File: config.mk
export PLATFORM = sky130hd
export DESIGN_NAME = fwd_hazard_unit
export DESIGN_NICKNAME = d
export VERILOG_FILES = /design/src/rtl/fwd_hazard_unit.sv
export SDC_FILE = /design/constraint.sdc
export NUM_CORES = 1
export LEC_CHECK = 0
export BUFFER_PORTS_ARGS = -buffer_cell sky130_fd_sc_hd__buf_2
export CAP_MARGIN = 10
export CORE_UTILIZATION = 29
export DETAILED_ROUTE_END_ITERATION = 6
export MAX_ROUTING_LAYER = met4
export PLACE_DENSITY_LB_ADDON = 0.2
export SLEW_MARGIN = 20
export SYNTH_ARGS = -nofsm -noshare
export SYNTH_HDL_FRONTEND = slang
export SYNTH_SLANG_ARGS = --single-unit
File: constraint.sdc
create_clock -name clk -period 1.8 [get_ports clk]
set_input_delay 0.27 -clock clk [delete_from_list [all_inputs] [get_ports clk]]
set_output_delay 0.27 -clock clk [all_outputs]
set_load 0.05 [all_outputs]
File: src/rtl/fwd_hazard_unit.sv
// fwd_hazard_unit: operand forwarding select and load-use stall controller
module fwd_hazard_unit #(
    parameter int DEPTH  = 3,
    parameter int LD_LAT = 1,
    parameter int SW     = 2
) (
    input  logic          clk,
    input  logic          reset,
    input  logic [31:0]   ins,
    input  logic          in_valid,
    output logic          in_ready,
    output logic          ex_valid,
    output logic [5:0]    op_ex,
    output logic [15:0]   imm_ex,
    output logic          imm_sel_ex,
    output logic          mem_en_ex,
    output logic          mem_rw_ex,
    output logic [SW-1:0] sel_a,
    output logic [SW-1:0] sel_b,
    output logic [4:0]    rw_wb,
    output logic          rw_wb_en
);
    typedef enum logic {RUN, STALL} state_t;

    state_t            state_q, state_d;
    logic [1:0]        cnt_q, cnt_d;
    logic [DEPTH-1:0]  v_q, wr_q, ld_q;
    logic [4:0]        dst_q [DEPTH];

    logic [5:0]    opcode;
    logic [4:0]    rd, src_a, src_b;
    logic          is_ld, is_st, reads, writes, rd_a, rd_b, haz, accept;
    logic [SW-1:0] fa, fb;

    assign opcode = ins[31:26];
    assign rd     = ins[25:21];
    assign src_a  = ins[20:16];
    assign src_b  = ins[15:11];

    // Decode, load-use hazard detection, forwarding selects and controller next state
    always_comb begin
        is_ld  = opcode == 6'b010100;
        is_st  = opcode == 6'b010101;
        reads  = !(opcode == 6'b011000 || opcode[5:2] == 4'b0111);
        writes = reads && !is_st && rd != 5'd0;
        rd_a   = reads && src_a != 5'd0;
        rd_b   = reads && src_b != 5'd0;
        haz    = state_q == RUN && in_valid && v_q[0] && ld_q[0] && wr_q[0] &&
                 ((rd_a && dst_q[0] == src_a) || (rd_b && dst_q[0] == src_b));
        in_ready = state_q == RUN && !haz;
        accept   = in_valid && in_ready;
        fa = '0;
        fb = '0;
        for (int k = DEPTH - 1; k >= 0; k--) begin
            if (v_q[k] && wr_q[k] && rd_a && dst_q[k] == src_a) fa = SW'(k + 1);
            if (v_q[k] && wr_q[k] && rd_b && dst_q[k] == src_b) fb = SW'(k + 1);
        end
        state_d = state_q;
        cnt_d   = cnt_q;
        if (haz) begin
            state_d = LD_LAT > 1 ? STALL : RUN;
            cnt_d   = 2'(LD_LAT - 1);
        end else if (state_q == STALL) begin
            cnt_d   = cnt_q - 2'd1;
            state_d = cnt_q == 2'd1 ? RUN : STALL;
        end
    end

    // Controller state, producer chain shift and registered EX-stage outputs
    always_ff @(posedge clk) begin
        if (!reset) begin
            state_q    <= RUN;
            cnt_q      <= '0;
            v_q        <= '0;
            wr_q       <= '0;
            ld_q       <= '0;
            for (int k = 0; k < DEPTH; k++) dst_q[k] <= '0;
            ex_valid   <= 1'b0;
            op_ex      <= '0;
            imm_ex     <= '0;
            imm_sel_ex <= 1'b0;
            mem_en_ex  <= 1'b0;
            mem_rw_ex  <= 1'b0;
            sel_a      <= '0;
            sel_b      <= '0;
        end else begin
            state_q <= state_d;
            cnt_q   <= cnt_d;
            for (int k = DEPTH - 1; k > 0; k--) begin
                v_q[k]   <= v_q[k-1];
                wr_q[k]  <= wr_q[k-1];
                ld_q[k]  <= ld_q[k-1];
                dst_q[k] <= dst_q[k-1];
            end
            v_q[0]     <= accept;
            wr_q[0]    <= accept && writes;
            ld_q[0]    <= accept && is_ld;
            dst_q[0]   <= accept ? rd : '0;
            ex_valid   <= accept;
            op_ex      <= accept ? opcode : '0;
            imm_ex     <= accept ? ins[15:0] : '0;
            imm_sel_ex <= accept && opcode[5:3] == 3'b001;
            mem_en_ex  <= accept && (is_ld || is_st);
            mem_rw_ex  <= accept && (is_ld || is_st) && opcode[0];
            sel_a      <= accept ? fa : '0;
            sel_b      <= accept ? fb : '0;
        end
    end

    assign rw_wb    = dst_q[DEPTH-1];
    assign rw_wb_en = v_q[DEPTH-1] && wr_q[DEPTH-1];
endmodule

* After elaboration in Yosys (flattened, before gate mapping)
Memory sizes are Yosys's and may differ from the RTL's.
Cells that the tools add are included.
** Storage, ports and cells
- Memory bits (writable) :: 15
- Memories :: 1
- Input port bits :: 35
- Logic and storage cells :: 95
- Flip-flop bits (word level) :: 40
- Output and inout port bits :: 37
** Memory list
- dst_q :: depth 3, width 5, rd ports 3, clocked after Yosys merged registers in 0, wr ports 3, RTL line 28 : logic [4:0] dst_q [DEPTH];
** Operators by class
- Add/sub/neg operators :: 1
- Mux-type cells :: 13
- Bitwise gates (word level) :: 6
- Equality and inequality tests :: 12
- Reduce and logical (&&, ||, !) cells :: 47
** Operators by type and width (count)
- $logic_and 1x1->1 :: 33
- $eq 5x5->1 :: 6
- $mux 5 :: 4
- $eq 6x5->1 const B :: 3
- $reduce_bool 5->1 :: 3
- $reduce_or 3->1 :: 3
- $mux 2 :: 4
- $mux 1 :: 5
- $eq 4x3->1 const B :: 1
- $eq 3x1->1 const B :: 1
- $logic_not 1->1 :: 3
- $logic_or 1x1->1 :: 3
- $not 1->1 :: 3
- $or 1x1->1 :: 3
- $eq 2x1->1 const B :: 1
- $reduce_and 2->1 :: 1
- $reduce_or 2->1 :: 1
- $sub 2x1->2 const B :: 1

* Depth between registers and ports, before layout
Gate-level depths: netlist of run 1.
- Word-level depth :: 12
- Depth in mapped cells :: 8
- Mapped depth without buffers :: 5

* Worst setup path after synthesis of run 1
Ideal clock, no wire load.
- Kind :: input port to output port
- Start :: input port ins[17]
- End :: output port in_ready
- Buffers on the path :: 0
- Setup slack :: -0.247 ns
- Arrival :: 1.777 ns
- Cell stages on the path :: 5
- Data required time :: 1.530 ns
- Cells stage by stage :: or4_1 -> a2bb2oi_1 -> nand4_1 -> nand2_1 -> nor2_1
** Between the ends
- Longest elaborated chain between the ends :: 7
- Elaborated cells on any way between the ends :: 8
- Those cells by class :: eq/ne (1); reduce/logical (7)
** Ends and longest elaborated chain
- start, declared :: RTL line 9 : input logic [31:0] ins,
- $reduce_bool 5->1 :: RTL line 46 : rd_a = reads && src_a != 5'd0;
- $logic_and 1x1->1 :: RTL line 46
- $logic_and 1x1->1 (*) :: RTL line 49 : ((rd_a && dst_q[0] == src_a) || (rd_b && dst_q[0] == src_b));
- $logic_or 1x1->1 (*) :: RTL line 49
- $logic_and 1x1->1 (*) :: RTL line 48 : haz = state_q == RUN && in_valid && v_q[0] && ld_q[0] && wr_q[0] &&
- $logic_not 1->1 (*) :: RTL line 50 : in_ready = state_q == RUN && !haz;
- $logic_and 1x1->1 (*) :: RTL line 50
- end, declared :: RTL line 11 : output logic in_ready,
Every way passes the cells marked *; elsewhere a longest branch is shown, timed or not.

* Final worst setup path of run 1
- Start :: input port ins[20]
- End :: output port in_ready
The elaborated chain is that of the path after synthesis.

==> results of run 1 <==
synthesized netlist by cell type (all sizes together), types with 2 or more instances:
library cell | instances | area, µm²
inv | 29 | 109
nor4b | 2 | 30.0
nand3 | 4 | 25.0
and2 | 14 | 87.6
dfxtp | 54 | 1080
a211oi | 2 | 15.0
xnor2 | 13 | 114
nand4b | 2 | 17.5
nand4 | 7 | 43.8
nor3 | 35 | 225
nor4 | 4 | 31.3
clkbuf | 10 | 37.5
nand2 | 5 | 18.8
buf | 8 | 65.1
xor2 | 18 | 158
and3b | 2 | 17.5
nor2 | 10 | 37.5
cell type report:
class / instances / area share [%]
well taps: 99 / 4.23
clock buffers: 7 / 2.95
repair buffers: 94 / 19.4
multi-input cells: 130 / 32.6
clock inverters: 1 / 0.171
inverters: 29 / 3.72
flip-flops and latches: 54 / 37.0
worst max-delay path, stage by stage:
cell	delay (ns)
buf_2	0.11
or4_4	0.55
a2bb2oi_2	0.15
nand4_1	0.15
nand2_2	0.09
nor2_4	0.10
buf_8	0.15
power breakdown:
group          switching, µW  internal [µW]
Clock                    374            311
Sequential              18.2           1230
Combinational            217            133
Total                    609           1670
routing by layer:
metal,wire [µm],up-vias
met4,46,0
met2,2120,59
li1,-,906
met3,273,4
met5,0,-
met1,2530,762
state kept, by name (all words and copies together), names as in the netlist:
signal and flops:
op_ex 6, sel_a 2, imm_ex 16, sel_b 2
imm_sel_ex 1, wr_q 3, cnt_q 2, v_q 3
dst_q 15, mem_en_ex 1, mem_rw_ex 1, ld_q 1
state_q 1
worst paths after layout:
| path | start | end | slack, ns |
|---|---|---|---|
| setup / recovery | ins[20] | in_ready | -0.04 |
| hold reg to reg | wr_q[1]$_SDFF_PN0_ | wr_q[2]$_SDFF_PN0_ | 0.47 |
| hold / removal | ins[9] | imm_ex[9]$_SDFF_PN0_ | 0.18 |
| setup reg to reg | dst_q[0][3]$_SDFF_PN0_ | imm_ex[3]$_SDFF_PN0_ | 0.08 |
cell families after synthesis:
group	after synthesis	share of synthesized area, %
compound gates	8	2.94
simple gates	89	25.4
flops	54	48.8
mux	1	0.452
xor+xnor	31	12.3
fa+ha+maj	1	0.565
buf+inv	47	9.55
what timing repair did:
| action | 4_1_cts | 5_1_grt |
|---|---|---|
| gates cloned | 0 | 0 |
| pin swaps | 5 | 2 |
| endpoints found under the setup margin | 1 | 27 |
| resized for setup | 10 | 4 |
| buffers inserted | 2 | 0 |
through the flow:
step                power (µW)  std cells  cell area, µm²  utilization [%]  TNS [ns]
finish                    2280        414            2930             39.9   -0.0431
global route              2400        414            2930             39.9    -0.453
CTS                       2310        414            2910             39.7  -0.00495
detailed placement        1620        404            2770             37.8     -1.30
global placement          1620        404            2770             37.8     -1.13
floorplan                 1490        231            2220                -         0
==> results_dict.tcl, run 1 <==
set metrics [dict create \
    route.detailed.drc 0 \
    power.density_nw_per_um2 780 \
    synth-main-ff-cell "dfxtp_1" \
    met2_usage_pct 21.0 \
    core_um2 7330 \
    critical_path_class "in2out" \
    postSynthAreaPerCell_um2 9.58 \
    grt_pass1_wl_mm 7.96 \
    fin_crit_sh_pct 102 \
    yosys_warnings 0 \
    status "finished with violations" \
    cts_tree "yes" \
    max_slew_margin_pct 70.2 \
    rr_worst_depth 9 \
    dp_hpwl_mm 3.77 \
    whs_ns 0.179 \
    critical_path_required_ns 1.53 \
    place_ws_ns -0.197 \
    cap_violations 0 \
    wl_per_cell_um 12.0 \
    diodes 0 \
    hold_depth 3 \
    grt_use_met3_pct 3.42 \
    startpoint_type "primary input" \
    area_delta_synth_final_pct 32.3 \
    final_cell_mix "buf_2 (70), dfxtp_1 (52), inv_1 (29), nor3_1 (23), buf_4 (20)" \
    io_pins 72 \
    worst-path-max-fanout 2 \
    drv_slew 0 \
    use_met1_pct 18.2 \
    placementRows 31 \
    antenna_found_initial 0 \
    clock_sinks 54 \
    violations "negative setup slack" \
    arrival_ns 1.57 \
    ys_seq_elements 54 \
    seq_area_frac_synth_pct 48.8 \
    detail-route-antenna-nets 0 \
    synth_cell_types 34 \
    vias_per_cell 4.18 \
    initial_core_util_pct 30.2 \
    grt_pass1_vias 1646 \
    die_y_um 89.4 \
    clockBufferDepth 2 \
    grt-busiest-layer "met2" \
    fp.dieW_um 89.4 \
    synth_nets 267 \
    setup_viol 2 \
    synthArstFlopShare_pct 0 \
    firstDrtPassIters 4 \
    drive_above_1_share_pct 39.7 \
    insertion_delay_ns 0.30 \
    timing.hold.worst.class "in2reg" \
    routabilityCongestion 0.794 \
    synth.cell_area_um2 2210 \
    synth_edf_count 0 \
    die-area_um2 7990 \
    finalWorstSetupSlack_ns -0.0398 \
    drt_iter0_markers 87 \
    vias 1731 \
    register_area_um2 1080 \
    multi_input_area_um2 953 \
    grt_overflow 0 \
    syn_inst 231 \
    clock.fmax_mhz 544 \
    rsz0062_at_grt "yes" \
    drt-total-wl_mm 4.98 \
    cts_hold_buf 0 \
    final_common_cell "buf_2" \
    leakagePower_uw 0.00140 \
    hold_viol 0 \
    worstMarginPinSlew_ns 0.447 \
    cts_made_buffers 5 \
    grt_max_degree 38 \
    fin_skew_ns 0.00567 \
    timing.final.crit_period_ns 1.84 \
    peakVddDrop_mv 0.363 \
    nets 350 \
    io_buffers 71 \
    cts_root_buffer "clkbuf_8" \
    grt_usage_pct 13.9 \
    endpoint_kind "output pin" \
    fill_cells 772 \
    htreeDepth 2 \
    clkTransAtPathRegs_ns 0.09 \
]
Note: power is estimated with default switching activity, not from simulation.
==> run 2, diff against run 1 <==
--- a/config.mk
+++ b/config.mk
@@ -13,2 +13,3 @@
 export PLACE_DENSITY_LB_ADDON = 0.2
+export REMOVE_ABC_BUFFERS = 1
 export SLEW_MARGIN = 20
--- a/constraint.sdc
+++ b/constraint.sdc
@@ -3,2 +3,2 @@
 set_output_delay 0.27 -clock clk [all_outputs]
-set_load 0.05 [all_outputs]
+set_load 0.1 [all_outputs]
==> results_dict.tcl, run 2 (synthesis gave the netlist of run 1 again) <==
set metrics [dict create \
    cpMaxStageDelayCell "or4_4" \
    grt_pass1_vias 1574 \
    routabilityCongestion 0.753 \
    fill_cells 759 \
    worst-path-max-fanout 2 \
    rr_startpoint "dst_q[0][3]$_SDFF_PN0_" \
    finalSetupTns_ns -0.0626 \
    violations "negative setup slack" \
    cp_top_family "simple AND/OR/NAND/NOR gates" \
    insertion_delay_ns 0.30 \
    endpoint_kind "output pin" \
    r2r_slack_ns 0.18 \
    die-area_um2 7990 \
    cts_tree "yes" \
    status "finished with violations" \
    arrival_ns 1.59 \
    finalWorstSetupSlack_ns -0.0626 \
    worstMarginPinSlew_ns 0.494 \
    diodes 0 \
    setup_viol 1 \
    fin_skew_ns 0.00771 \
    drt_iter0_markers 88 \
    largest_reg_flops 16 \
    dp_hpwl_mm 3.77 \
    grt_overflow 0 \
    die_y_um 89.4 \
    area_delta_synth_final_pct 32.6 \
    post-route-util_pct 40.0 \
    clockPowerShare_pct 27.4 \
    route.detailed.drc 0 \
    grt_pass1_wl_mm 7.75 \
    regMostFlops "imm_ex" \
    rsz0062_at_grt "yes" \
    clkTransAtPathRegs_ns 0.09 \
    core_um2 7330 \
    initial_core_util_pct 30.2 \
    drv_slew 0 \
    min_from "ins[8]" \
    combPwrFrac_pct 19.1 \
    firstDrtPassIters 4 \
    worstSetupEndpoint "in_ready" \
    leakagePower_uw 0.00139 \
    timing.hold.worst.class "in2reg" \
    clockBufferDepth 2 \
    p_switching_uw 697 \
    drive_above_1_share_pct 39.9 \
    cts_hold_buf 0 \
    drt-total-wl_mm 5.06 \
    pwr-share-seq_pct 53.5 \
    critical_path_required_ns 1.53 \
    cts_made_buffers 5 \
    vias_per_cell 4.23 \
    antenna_found_initial 0 \
    clock.fmax_mhz 537 \
    rr_worst_depth 7 \
    power.density_nw_per_um2 794 \
    io_buffers 71 \
    critPathMaxStageDelay_ns 0.54 \
    cp_num_buf_inv 2 \
    final_common_cell "buf_2" \
    worstSetupStartpoint "ins[18]" \
    cts_root_buffer "clkbuf_8" \
    vias 1754 \
    reg2reg_to "imm_ex[11]$_SDFF_PN0_" \
    cap_violations 0 \
    startpoint_type "primary input" \
    intPower_uw 1630 \
    hold_viol 0 \
    max_slew_margin_pct 67.3 \
    grt_usage_pct 13.3 \
    grt_max_degree 38 \
    clock_sinks 54 \
    timing.final.crit_period_ns 1.86 \
    reg_top3 "imm_ex: 16 flops, dst_q: 15 flops, op_ex: 6 flops" \
    io_pins 72 \
    fin_crit_sh_pct 103 \
    netSwitchingFraction_pct 29.9 \
    nets 352 \
    critical_path_class "in2out" \
    peakVddDrop_mv 0.229 \
    wl_per_cell_um 12.2 \
    detail-route-antenna-nets 0 \
    final_cell_mix "buf_2 (68), dfxtp_1 (53), inv_1 (29), buf_4 (24), nor3_1 (23)" \
    whs_ns 0.181 \
    worstPathCellList "buf_6, or4_4, a2bb2oi_2, nand4_1, nand2_2, nor2_4, buf_12" \
    worst-path-stages 7 \
    htreeDepth 2 \
    placementRows 31 \
    fp.dieW_um 89.4 \
]
-- run 2: how the worst min path moves through the flow --
stage / endpoint / cells past startpoint / slack (ns)
CTS: imm_ex[8]$_SDFF_PN0_ / 3 / 0.17
finish: imm_ex[8]$_SDFF_PN0_ / 3 / 0.18
global placement: v_q[2]$_SDFF_PN0_ / 1 / 0.45
global route: imm_ex[8]$_SDFF_PN0_ / 3 / 0.16
floorplan: ld_q[0]$_SDFF_PN0_ / 1 / 0.34
detailed placement: v_q[2]$_SDFF_PN0_ / 1 / 0.45
-- run 2: cell type report --
type                    instances  area, µm²  share of cell area [%]
flip-flops and latches         54       1080                    36.9
multi-input cells             130        956                    32.6
repair buffers                 96        583                    19.9
well taps                      99        124                    4.22
inverters                      29        109                    3.71
clock buffers                   6       72.6                    2.47
clock inverters                 1       7.51                   0.256
-- run 2: power by group through the flow --
stage | logic, µW | clock network (µW) | registers [µW]
global route | 474 | 715 | 1250
detailed placement | 427 | 0 | 1280
CTS | 438 | 673 | 1250
finish | 445 | 638 | 1250
floorplan | 114 | 0 | 1440
global placement | 425 | 0 | 1280
-- run 2: tightest hold or removal path: cells and delay by family --
| family | cells | cell delay, ns |
|---|---|---|
| buffers and inverters | 2 | 0.14 |
| AND/OR/NAND/NOR | 1 | 0.04 |
-- run 2: per-layer routing --
layer / global-route usage (%) / vias up / wire [µm]
li1: - / 913 / -
met1: 17.2 / 798 / 2350
met2: 20.4 / 36 / 2460
met3: 3.32 / 7 / 176
met4: 4.04 / 0 / 73
met5: - / - / 0
-- run 2: per-stage QoR --
stage / instance area [µm²] / setup WS (ns) / power, µW / std cells
final: 2930 / -0.0626 / 2330 / 415
after global routing: 2930 / -0.113 / 2440 / 415
after CTS: 2890 / -0.0815 / 2360 / 409
after detailed placement: 2760 / -0.230 / 1700 / 401
after global placement: 2760 / -0.236 / 1700 / 401
after floorplan: 2110 / -1.43 / 1560 / 213
-- run 2: what timing repair did --
item                       in CTS  in global routing
pin swaps                       4                  7
setup endpoints to repair       1                  1
gates resized for setup         9                  2
setup buffers                   1                  6
==> run 3, diff against run 2 <==
CORE_UTILIZATION = 35   (was 29)
==> results_dict.tcl, run 3 (synthesis gave the netlist of run 1 again) <==
set metrics [dict create \
    io_buffers 71 \
    diodes 0 \
    whs_ns 0.171 \
    finalWorstSetupSlack_ns -0.0623 \
    route.detailed.drc 0 \
    peakVddDrop_mv 0.466 \
    critPathMaxStageDelay_ns 0.53 \
    die-area_um2 6650 \
    drt_iter0_markers 60 \
    nets 350 \
    wl_per_cell_um 12.5 \
    io_pins 72 \
    antenna_found_initial 0 \
    cts_tree "yes" \
    hold_viol 0 \
    final_common_cell "buf_2" \
    cap_violations 0 \
    critical_path_class "in2out" \
    timing.final.crit_period_ns 1.86 \
    largest_reg_flops 16 \
    rr_startpoint "dst_q[0][3]$_SDFF_PN0_" \
    post-route-util_pct 48.2 \
    final_cell_mix "buf_2 (69), dfxtp_1 (52), inv_1 (29), nor3_1 (23), buf_4 (21)" \
    arrival_ns 1.59 \
    worst-path-max-fanout 2 \
    htreeDepth 2 \
    routabilityCongestion 0.791 \
    grt_max_degree 38 \
    fin_skew_ns 0.00815 \
    vias_per_cell 4.52 \
    reg_top3 "imm_ex: 16 flops, dst_q: 15 flops, op_ex: 6 flops" \
    hold_depth 3 \
    reg2reg_to "op_ex[5]$_SDFF_PN0_" \
    placementRows 28 \
    min_from "ins[8]" \
    drv_slew 0 \
    grt_overflow 0 \
    leakagePower_uw 0.00139 \
    cpMaxStageDelayCell "or4_4" \
    rsz0062_at_grt "yes" \
    drive_above_1_share_pct 40.0 \
    firstDrtPassIters 4 \
    drt-total-wl_mm 4.86 \
    startpoint_type "primary input" \
    place_ws_ns -0.187 \
    worstPathCellList "buf_6, or4_4, a2bb2oi_2, nand4_1, nand2_2, nor2_4, buf_12" \
    detail-route-antenna-nets 0 \
    clkTransAtPathRegs_ns 0.10 \
    clockBufferDepth 2 \
    topRoutingLayerUsed "met4" \
    fp.dieW_um 81.5 \
    dp_hpwl_mm 3.58 \
    insertion_delay_ns 0.31 \
    grt_usage_pct 15.8 \
    critical_path_required_ns 1.53 \
    cts_root_buffer "clkbuf_8" \
    clock.fmax_mhz 537 \
    initial_core_util_pct 36.7 \
    vias 1762 \
    met2_wirelength_mm 2.38 \
    timing.hold.worst.class "in2reg" \
    clock_sinks 54 \
    grt_pass1_wl_mm 7.70 \
    status "finished with violations" \
    setup_viol 1 \
    area_delta_synth_final_pct 31.3 \
    worstMarginPinSlew_ns 0.501 \
    grt_pass1_vias 1627 \
    max_slew_margin_pct 66.8 \
    die_y_um 81.5 \
    regMostFlops "imm_ex" \
    met3WireLength_um 211 \
    worstHoldEndpoint "imm_ex[8]$_SDFF_PN0_" \
    cts_made_buffers 5 \
    endpoint_kind "output pin" \
    power.density_nw_per_um2 816 \
    fin_crit_sh_pct 103 \
    violations "negative setup slack" \
    rr_worst_depth 8 \
    core_um2 6030 \
    cts_hold_buf 0 \
    m1WireLength_mm 2.21 \
    r2r_slack_ns 0.16 \
]
[run 3: changes by cell type in the layout (fill, tap and decap cells not counted), sizes merged]
cell    change
clkbuf      -1
buf         -2
clkinv      +2
[run 3: power breakdown]
part,internal [µW],switching (µW),leakage (µW)
registers,1230,17.7,0.000442
clock network,274,411,0.0000441
logic,133,306,0.000907
[run 3: timing repair]
item | in CTS | in global routing
buffers inserted | 3 | 2
pin swaps | 4 | 5
endpoints found under the setup margin | 1 | 28
resized for setup | 6 | 7
[run 3: worst max-delay path, delay by kind of cell]
kind,cells,cell delay [ns]
simple gates,4,0.88
buf+inv,2,0.27
compound gates,1,0.16
[run 3: per-layer routing]
metal  up-vias  global-route usage (%)
li1        910                       -
met5         -                       -
met1       801                    19.9
met4         0                    5.54
met3         7                    3.33
met2        44                    25.0
[run 3: stage by stage]
step / area [µm²] / total power [µW] / TNS [ns] / std cells
after global routing: 2910 / 2460 / -0.110 / 390
after detailed placement: 2730 / 1700 / -0.958 / 377
after global placement: 2730 / 1700 / -0.647 / 377
after floorplan: 2110 / 1560 / -29.30 / 213
final: 2910 / 2370 / -0.0623 / 390
after CTS: 2870 / 2380 / -0.0784 / 388
[run 3: worst max path at each step]
stage	start	end	slack, ns	cells past startpoint
final	ins[20]	in_ready	-0.06	7
after global routing	ins[18]	in_ready	-0.11	7
after CTS	ins[20]	in_ready	-0.08	7
after detailed placement	ins[17]	in_ready	-0.19	7
after global placement	ins[17]	in_ready	-0.21	7
after floorplan	state_q$_SDFF_PP0_	in_ready	-1.43	5
[run 3: area by class of cell]
| class | count | area [µm²] |
|---|---|---|
| clock buffer | 5 | 68.8 |
| clock inverter | 3 | 21.3 |
| fill | 590 | 3120 |
| inverter | 29 | 109 |
| multi-input combinational | 130 | 961 |
| sequential | 54 | 1080 |
| tap | 75 | 93.8 |
| timing repair buffer | 94 | 569 |
